===== config.mk =====
export PLATFORM = sky130hd
export DESIGN_NAME = fetch_unit_flat
export DESIGN_NICKNAME = d
export VERILOG_FILES = /design/src/rtl/fetch_unit_if.sv /design/src/rtl/fetch_unit.sv /design/src/flat_wrapper.sv
export SDC_FILE = /design/constraint.sdc
export NUM_CORES = 1
export LEC_CHECK = 0
export ABC_AREA = 0
export CORE_ASPECT_RATIO = 0.8
export CORE_UTILIZATION = 34
export CTS_CLUSTER_DIAMETER = 80
export DETAILED_ROUTE_END_ITERATION = 12
export MAX_ROUTING_LAYER = met4
export PLACE_DENSITY = 0.59
export RECOVER_POWER = 50
export SYNTH_ARGS = -nofsm -noshare
export SYNTH_HDL_FRONTEND = slang
export SYNTH_SLANG_ARGS = --single-unit

===== constraint.sdc =====
create_clock -name clk -period 2.25 [get_ports clk]
set_input_delay 0.3375 -clock clk [delete_from_list [all_inputs] [get_ports clk]]
set_output_delay 0.3375 -clock clk [all_outputs]
set_load 0.005 [all_outputs]

===== src/rtl/fetch_unit_if.sv =====
// Fetch front-end bundle: instruction-memory request/response, redirect and the decode handshake.
// master = fetch unit side, slave = memory/decode environment side.
interface fetch_unit_if;
  logic        imem_req_valid;
  logic        imem_req_ready;
  logic [31:0] imem_addr;
  logic        imem_rsp_valid;
  logic [31:0] imem_rsp_data;
  logic        redirect_valid;
  logic [31:0] redirect_pc;
  logic        ins_valid;
  logic        ins_ready;
  logic [31:0] ins;
  logic [31:0] ins_pc;

  modport master (
    output imem_req_valid, imem_addr, ins_valid, ins, ins_pc,
    input  imem_req_ready, imem_rsp_valid, imem_rsp_data, redirect_valid, redirect_pc, ins_ready
  );

  modport slave (
    input  imem_req_valid, imem_addr, ins_valid, ins, ins_pc,
    output imem_req_ready, imem_rsp_valid, imem_rsp_data, redirect_valid, redirect_pc, ins_ready
  );
endinterface


===== src/rtl/fetch_unit.sv =====
// rv32i instruction fetch: credit-limited sequential fetch into a small in-order buffer,
// with redirect flushing both buffered words and responses still in flight.
module fetch_unit #(
  parameter logic [31:0] RESET_PC = 32'h0000_0000,
  parameter int          DEPTH    = 2
) (
  input logic          clk,
  input logic          rst,
  fetch_unit_if.master bus
);
  localparam int AW = (DEPTH > 1) ? $clog2(DEPTH) : 1;
  localparam int CW = $clog2(DEPTH) + 1;

  logic [31:0]   pc_r;
  logic [31:0]   rsp_pc_r;
  logic [AW-1:0] head_r;
  logic [AW-1:0] tail_r;
  logic [CW-1:0] occ_r;
  logic [CW-1:0] outst_r;
  logic [CW-1:0] drop_r;
  logic [31:0]   mem_ins_r [DEPTH];
  logic [31:0]   mem_pc_r  [DEPTH];

  logic [CW:0]   credit_s;
  logic          req_valid_s;
  logic          req_fire_s;
  logic          rsp_ok_s;
  logic          push_s;
  logic          pop_s;
  logic [31:0]   target_s;
  logic          unused_s;

  // Buffered plus in-flight words may never exceed DEPTH, so the buffer cannot overflow.
  assign credit_s    = {1'b0, occ_r} + {1'b0, outst_r};
  assign req_valid_s = rst && !bus.redirect_valid && (credit_s < (CW+1)'(DEPTH));
  assign req_fire_s  = req_valid_s && bus.imem_req_ready;
  assign rsp_ok_s    = bus.imem_rsp_valid && (outst_r != {CW{1'b0}});
  assign push_s      = rsp_ok_s && (drop_r == {CW{1'b0}}) && !bus.redirect_valid;
  assign pop_s       = (occ_r != {CW{1'b0}}) && bus.ins_ready && !bus.redirect_valid;
  assign target_s    = {bus.redirect_pc[31:2], 2'b00};
  assign unused_s    = ^bus.redirect_pc[1:0];

  assign bus.imem_req_valid = req_valid_s;
  assign bus.imem_addr      = pc_r;
  assign bus.ins_valid      = (occ_r != {CW{1'b0}});
  assign bus.ins            = mem_ins_r[head_r];
  assign bus.ins_pc         = mem_pc_r[head_r];

  // Fetch PC, credit counters, drop counter and instruction buffer.
  always_ff @(posedge clk or negedge rst) begin
    if (!rst) begin
      pc_r     <= RESET_PC;
      rsp_pc_r <= RESET_PC;
      head_r   <= {AW{1'b0}};
      tail_r   <= {AW{1'b0}};
      occ_r    <= {CW{1'b0}};
      outst_r  <= {CW{1'b0}};
      drop_r   <= {CW{1'b0}};
      for (int i = 0; i < DEPTH; i++) begin
        mem_ins_r[i] <= 32'h0000_0000;
        mem_pc_r[i]  <= 32'h0000_0000;
      end
    end else begin
      outst_r <= outst_r + CW'(req_fire_s) - CW'(rsp_ok_s);
      if (bus.redirect_valid) begin
        // Everything still in flight belongs to the old path and must be swallowed.
        pc_r     <= target_s;
        rsp_pc_r <= target_s;
        head_r   <= {AW{1'b0}};
        tail_r   <= {AW{1'b0}};
        occ_r    <= {CW{1'b0}};
        drop_r   <= outst_r - CW'(rsp_ok_s);
      end else begin
        if (req_fire_s) begin
          pc_r <= pc_r + 32'd4;
        end
        if (rsp_ok_s && (drop_r != {CW{1'b0}})) begin
          drop_r <= drop_r - {{(CW-1){1'b0}}, 1'b1};
        end
        if (push_s) begin
          mem_ins_r[tail_r] <= bus.imem_rsp_data;
          mem_pc_r[tail_r]  <= rsp_pc_r;
          tail_r            <= tail_r + AW'(1'b1);
          rsp_pc_r          <= rsp_pc_r + 32'd4;
        end
        if (pop_s) begin
          head_r <= head_r + AW'(1'b1);
        end
        occ_r <= occ_r + CW'(push_s) - CW'(pop_s);
      end
    end
  end

  a_no_orphan_rsp: assert property (@(posedge clk) disable iff (!rst)
    bus.imem_rsp_valid |-> (outst_r != {CW{1'b0}}));
  a_credit: assert property (@(posedge clk) disable iff (!rst)
    credit_s <= (CW+1)'(DEPTH));
endmodule

===== src/flat_wrapper.sv =====
// flat-port wrapper written by rule: the top's interface ports become plain ports
module fetch_unit_flat 
#(
  parameter logic [31:0] RESET_PC = 32'h0000_0000,
  parameter int          DEPTH    = 2
)
  (clk, rst, bus_imem_req_valid, bus_imem_addr, bus_ins_valid, bus_ins, bus_ins_pc, bus_imem_req_ready, bus_imem_rsp_valid, bus_imem_rsp_data, bus_redirect_valid, bus_redirect_pc, bus_ins_ready);
  fetch_unit_if bus_i ();
  input logic clk;
  input logic rst;
  output wire logic [$bits(bus_i.imem_req_valid)-1:0] bus_imem_req_valid;
  output wire logic [$bits(bus_i.imem_addr)-1:0] bus_imem_addr;
  output wire logic [$bits(bus_i.ins_valid)-1:0] bus_ins_valid;
  output wire logic [$bits(bus_i.ins)-1:0] bus_ins;
  output wire logic [$bits(bus_i.ins_pc)-1:0] bus_ins_pc;
  input wire logic [$bits(bus_i.imem_req_ready)-1:0] bus_imem_req_ready;
  input wire logic [$bits(bus_i.imem_rsp_valid)-1:0] bus_imem_rsp_valid;
  input wire logic [$bits(bus_i.imem_rsp_data)-1:0] bus_imem_rsp_data;
  input wire logic [$bits(bus_i.redirect_valid)-1:0] bus_redirect_valid;
  input wire logic [$bits(bus_i.redirect_pc)-1:0] bus_redirect_pc;
  input wire logic [$bits(bus_i.ins_ready)-1:0] bus_ins_ready;
  assign bus_imem_req_valid = bus_i.imem_req_valid;
  assign bus_imem_addr = bus_i.imem_addr;
  assign bus_ins_valid = bus_i.ins_valid;
  assign bus_ins = bus_i.ins;
  assign bus_ins_pc = bus_i.ins_pc;
  assign bus_i.imem_req_ready = bus_imem_req_ready;
  assign bus_i.imem_rsp_valid = bus_imem_rsp_valid;
  assign bus_i.imem_rsp_data = bus_imem_rsp_data;
  assign bus_i.redirect_valid = bus_redirect_valid;
  assign bus_i.redirect_pc = bus_redirect_pc;
  assign bus_i.ins_ready = bus_ins_ready;
  fetch_unit #(.RESET_PC(RESET_PC), .DEPTH(DEPTH)) u_core (.clk(clk), .rst(rst), .bus(bus_i));
endmodule

==> results of run 1 <==
how the worst max path moves through the flow:
stage / slack, ps / from / end
5_1_grt: -120 / u_core.occ_r[0] / u_core.bus.imem_addr[28]
2_1_floorplan: 8 / u_core.outst_r[0] / u_core.bus.imem_addr[9]
3_3_place_gp: -80 / u_core.outst_r[0] / bus_imem_req_valid
3_5_place_dp: -60 / u_core.occ_r[0] / bus_imem_req_valid
4_1_cts: -90 / u_core.outst_r[0] / bus_imem_req_valid
6_report: -5 / u_core.head_r / bus_ins[29]
report_power, final:
part           internal, W  switching, W
logic              0.00263       0.00155
registers          0.00452      0.000641
clock network      0.00172       0.00142
critical path: stages, from the launching register on:
cell	delay (ps)
dfrtp_2	410
buf_6	150
clkbuf_16	160
mux2_2	330
clkdlybuf4s50_1	440
flip-flops by register name, summed over array words and instances (netlist names):
name and cells:
u_core.tail_r 1, u_core.outst_r 2, u_core.drop_r 2, u_core.mem_ins_r 64, u_core.mem_pc_r 60, u_core.bus.imem_addr 30
u_core.rsp_pc_r 30, u_core.head_r 1, u_core.occ_r 2
timing repair:
item                       4_1_cts  5_1_grt
pin swaps                        7       27
setup endpoints to repair       69       81
buffers inserted                 7        3
gates resized for setup         67       85
gates cloned                     2        2
routing by layer:
layer / global-route usage [%] / vias up / part of all wire [%]
met5: - / - / 0
met2: 25.8 / 187 / 45
met4: 4.26 / 0 / 0.82
li1: - / 3127 / -
met1: 26.3 / 3434 / 49
met3: 3.78 / 17 / 5.5
Yosys cell counts, drive strengths merged, types with 2 or more instances:
master / count
a21oi: 10
a31oi: 5
a41oi: 2
and2: 5
and3: 7
buf: 23
clkbuf: 16
dfrtp: 192
ha: 7
inv: 16
mux2: 188
mux2i: 2
nand2: 56
nand2b: 2
nand3: 33
nand4: 20
nor2: 27
nor3: 7
nor4: 8
o211ai: 20
o21ai: 42
o311ai: 14
or2: 2
xnor2: 12
xor2: 25
through the flow:
| stage | setup TNS [ps] | setup slack (ps) | util [%] |
|---|---|---|---|
| after floorplan | 0 | 7.97 | - |
| after global placement | -167 | -80.7 | 43.9 |
| after CTS | -1380 | -85.1 | 46.5 |
| after detailed placement | -288 | -59.6 | 43.9 |
| after global routing | -2870 | -119 | 47.7 |
| final | -6.47 | -4.91 | 47.7 |
cells by family after synthesis:
group                    synth area share (%)
AND/OR/NAND/NOR                          10.0
AO/OA/AOI/OAI                            6.88
other                                  0.0407
flip-flops                               52.1
XOR/XNOR                                 3.52
adder cells (fa/ha/maj)                  1.17
multiplexers                             23.2
buffers and inverters                    3.04
area by class of cell:
| type | count | area, um2 | share of cell area (%) |
|---|---|---|---|
| Tap cell | 357 | 447 | 3.54 |
| Sequential cell | 192 | 4810 | 38.1 |
| Inverter | 16 | 67.6 | 0.535 |
| Timing Repair Buffer | 221 | 2310 | 18.3 |
| Clock inverter | 13 | 155 | 1.23 |
| Multi-Input combinational cell | 508 | 4380 | 34.7 |
| Clock buffer | 19 | 453 | 3.59 |
==> impl_metrics.toml, run 1 <==
[outcome]
status = "finished, violations left"
violations = "capacitance limit, slew limit, setup timing"

[finish]
layout_commonest_cell = "dfrtp_1"
nNetsFinal = 1034
stdcell_count = 1326
syn_to_final_growth_pct = 37.0
layout_common_cells = "dfrtp_1 (191), mux2_2 (160), clkdlybuf4s50_1 (79)"
n_antenna_cell = 0
fill_cells = 2382
fin_area_um2 = 12600
drive_gt1_share_pct = 32.4

[drt]
drc = 0
drt-total-wl_um = 24000
num_vias = 6765
wl_per_cell_um = 18.1
dr.pass1.iters = 5
via_per_inst = 5.10
ant_nets = 0
drt_iter0_drc = 399

[worst_setup_path]
critPathLaunchType = "flop"
rr_endpoint = "u_core.bus.imem_addr[28]"
regToRegStartpoint = "u_core.outst_r[0]"
cp.arrival_ps = 1920
r2r_slack_ps = -5
worstSetupPathType = "reg2out"
critical_path_peak_fanout = 7
r2r_cells = 11
critPathCaptureType = "primary output"
cp.required_ps = 1910

[yosys]
synthArstFlopShare_pct = 100
yosysWarnings = 0
avgSynthCellArea_um2 = 12.3
synth.cell_area_um2 = 9220
ys_ff_latch = 192
synth_edf_count = 0
ys_types = 50
netlist_instances = 752
synth-main-ff-cell = "dfrtp_1"
ys_seq_area_share_pct = 52.1
synth_largest_area_cell = "dfrtp_1"
synth.top_cells.by_area = "dfrtp_1 (52%), mux2_2 (21%), xor2_1 (2.4%)"
synth_top_area_share_pct = 52.1

[placed_design]
dp_cells = 1281
port_buffers = 161
globalplace.congestion = 0.860
place_area_um2 = 11600
place_hpwl_um = 16300

[clocking]
path_clk_slew_ps = 70
cts.hold.buffers_added = 0
clockBufferDepth = 2
cts_tree = "built"
htreeDepth = 4
numClockSinks = 192
cts-root-buf = "clkbuf_16"
insertion_delay_ps = 440
cts_buffers = 17

[floorplanning]
initial_utilization_pct = 34.8
die_area_um2 = 27800
num_rows = 53
die_width_um = 186
core_um2 = 26500
die_h_um = 149
pin_count = 168

[timing]
rsz0062_at_grt = "yes"
finalHoldViolCount = 0
maxSlewHeadroom_pct = -16.7
setup_viol = 2
fmax_mhz = 443
whs_ps = 246
setup_ws_ps = -4.91
finalMaxSlewViolations = 194
clock-skew-final_ps = 13.4
period_share_pct = 100
min_period_ps = 2250
tightest_slew_ps = 1750

[pwr]
leakagePower_nw = 5.77
power_density_nw_per_um2 = 989
totalPowerFinal_w = 0.0125
ir_drop_mv = 0.557

[worst_hold_path]
hp-class = "in2reg"
whs_endpoint = "u_core.tail_r"
worstHoldStart = "bus_redirect_valid"
holdPathStages = 2

[run]
maxCapViolations = 2

[global_routing]
antenna_found_initial = 1
grt_pass1_vias = 6700
grt_max_degree = 125
grt_use_total_pct = 18.2
overflow = 0
grt_pass1_wl_um = 37500
Note: power is estimated with default switching activity, not from simulation.
==> inputs of run 2 (changes only) <==
- CAP_MARGIN: default -> 20
- PLACE_DENSITY: 0.59 -> 0.57
- SLEW_MARGIN: default -> 20
- clock period: 2.25 -> 2.31 ns (I/O delays scaled with it)
==> run 2 against run 1 <==
  * The run ends with capacitance limit, slew limit left
  * First-iteration DRC count fell by 2.8%
  * Utilization shrank 1.4 points
  * Global-route usage decreased by 0.51 points
  * Power is 3.7% lower
  * Clock power down 5%
  * Die area unchanged
  * Worst setup slack better by 44 ps
  * Final cell count shrank 1.2%
  * Flip-flop and latch count unchanged
  * Count of clock-buffer cells in the layout grew 1
  * Sequential share of layout area grew 1.1 points
  * Non-clock buffer count shrank 16
  * Highest routed layer unchanged
==> impl_metrics.toml, run 2 (synthesis results as in run 1) <==
[timing]
period_share_pct = 98.3
setup_viol = 0
clock-skew-final_ps = 12.1
maxSlewHeadroom_pct = -18.6
finalHoldViolCount = 0
finalMaxSlewViolations = 194
tightest_slew_ps = 1780
setup_ws_ps = 39.5
rsz0062_at_grt = "yes"
fmax_mhz = 440
min_period_ps = 2270

[worst_setup_path]
crit_buf_inv = 2
crit_slowest_cell = "clkdlybuf4s50_1"
r2r_slack_ps = 70
critPathCaptureType = "primary output"
critPathLaunchType = "flop"
rr_endpoint = "u_core.bus.imem_addr[10]"
worstSetupPathType = "reg2out"
regToRegStartpoint = "u_core.outst_r[0]"
path_delay_family = "buffers and inverters"
cp.required_ps = 1960
r2r_cells = 11
cp.arrival_ps = 1920
crit_chain = "buf_12 -> mux2_2 -> clkdlybuf4s50_1"
max_stage_delay_ps = 450
critical_path_peak_fanout = 32

[floorplanning]
initial_utilization_pct = 34.8
core_um2 = 26500
pin_count = 168
die_h_um = 149
num_rows = 53
die_width_um = 186
die_area_um2 = 27800

[finish]
drive_gt1_share_pct = 29.6
n_antenna_cell = 0
stdcell_count = 1310
reg_top3 = "u_core.mem_ins_r (64), u_core.mem_pc_r (60)"
largest-register = "u_core.mem_ins_r"
layout_common_cells = "dfrtp_1 (191), mux2_2 (168), clkdlybuf4s50_1 (100)"
fill_cells = 2424
nNetsFinal = 1018
layout_commonest_cell = "dfrtp_1"
syn_to_final_growth_pct = 33.0
largest_reg_flops = 64

[global_routing]
grt.busiest_layer = "met1"
antenna_found_initial = 0
gr-usage-met2_pct = 24.4
grt_use_total_pct = 17.7
grt_pass1_wl_um = 36400
overflow = 0
use_met3_pct = 3.66
grt_pass1_vias = 6465
grt_max_degree = 123
grtUsageMet1_pct = 26.3

[clocking]
numClockSinks = 192
insertion_delay_ps = 430
clockBufferDepth = 2
cts_tree = "built"
path_clk_slew_ps = 70
cts-root-buf = "clkbuf_16"
cts_buffers = 17
htreeDepth = 4

[drt]
via_per_inst = 4.98
wl_per_cell_um = 17.5
dr.pass1.iters = 4
drt-total-wl_um = 22900
drt_iter0_drc = 388
ant_nets = 0
num_vias = 6525
drc = 0

[placed_design]
port_buffers = 161
globalplace.congestion = 0.837
place_hpwl_um = 15900
dp_cells = 1273
dp_slack_ps = -23.9

[worst_hold_path]
holdPathStages = 3
whs_endpoint = "u_core.occ_r[1]"
worstHoldStart = "bus_redirect_valid"
hp-class = "in2reg"

[pwr]
netSwitchingFraction_pct = 28.5
totalPowerFinal_w = 0.0120
pwr-share-seq_pct = 41.6
ir_drop_mv = 0.477
power.switching_w = 0.00342
pwr-share-comb_pct = 33.6
p_clk_share_pct = 24.8
power_density_nw_per_um2 = 981
leakagePower_nw = 5.60
intPower_w = 0.00860

[outcome]
status = "finished, violations left"
violations = "capacitance limit, slew limit"

[run]
maxCapViolations = 2
run 2: cell types whose count changed in the layout (fill, tap and decap cells not counted), sizes merged, moves of 4 or more:
cell / previous run / this run
dlygate4sd2: 30 / 2
clkdlybuf4s50: 79 / 100
clkbuf: 30 / 26
dlymetal6s2s: 30 / 36
inv: 18 / 22
buf: 52 / 41
run 2: power groups by stage:
stage | Clock (W) | Sequential, W | Combinational [W]
2_1_floorplan | 0 | 0.00490 | 0.00211
3_3_place_gp | 0 | 0.00503 | 0.00412
3_5_place_dp | 0 | 0.00507 | 0.00415
4_1_cts | 0.00309 | 0.00501 | 0.00424
5_1_grt | 0.00325 | 0.00516 | 0.00442
6_report | 0.00298 | 0.00501 | 0.00404
run 2: final cells by class:
| class | count | area, um2 | share of cell area [%] |
|---|---|---|---|
| repair buffers | 205 | 2110 | 17.2 |
| multi-input cells | 508 | 4250 | 34.6 |
| clock buffers | 20 | 467 | 3.81 |
| well taps | 357 | 447 | 3.64 |
| flip-flops and latches | 192 | 4810 | 39.2 |
| inverters | 16 | 62.6 | 0.510 |
| clock inverters | 12 | 121 | 0.990 |
run 2: how the worst max path moves through the flow:
stage | slack [ps] | from | to | cells after the start
3_3_place_gp | -6 | u_core.outst_r[0] | bus_imem_req_valid | 6
4_1_cts | -30 | u_core.outst_r[0] | bus_imem_req_valid | 6
5_1_grt | -50 | u_core.outst_r[0] | u_core.bus.imem_addr[21] | 11
2_1_floorplan | 30 | u_core.outst_r[0] | u_core.bus.imem_addr[16] | 10
6_report | 40 | u_core.head_r | bus_ins_pc[9] | 3
3_5_place_dp | -20 | u_core.outst_r[0] | bus_imem_req_valid | 6
run 2: worst register-to-register path, cell delays in order, from the launching register on:
cell and delay (ps):
dfrtp_1 390, inv_2 70, nor2_2 40, fa_1 470, nor4b_4 260, buf_4 180, nand2_4 70, inv_4 80
buf_12 140, nand2_1 100, o211ai_1 160, o311ai_0 150
run 2: per-layer routing:
layer | up-vias | routed length [um]
met1 | 3249 | 11300
met2 | 157 | 10200
met5 | - | 0
met4 | 0 | 220
li1 | 3103 | -
met3 | 16 | 1210
run 2: repair_timing:
action,CTS,global route
setup endpoints to repair,8,81
pin swaps,4,11
hold buffers,0,0
buffers inserted,5,0
cloned,1,0
gates resized for setup,30,64
run 2: metrics by stage:
step / util [%] / TNS, ps / area, um2 / hold WS, ps
2_1_floorplan: - / 0 / 9230 / 50.9
3_3_place_gp: 43.3 / -5.98 / 11500 / 461
3_5_place_dp: 43.3 / -47.1 / 11500 / 469
4_1_cts: 45.9 / -46.7 / 12100 / 119
5_1_grt: 46.3 / -838 / 12300 / 437
6_report: 46.3 / 0 / 12300 / 425
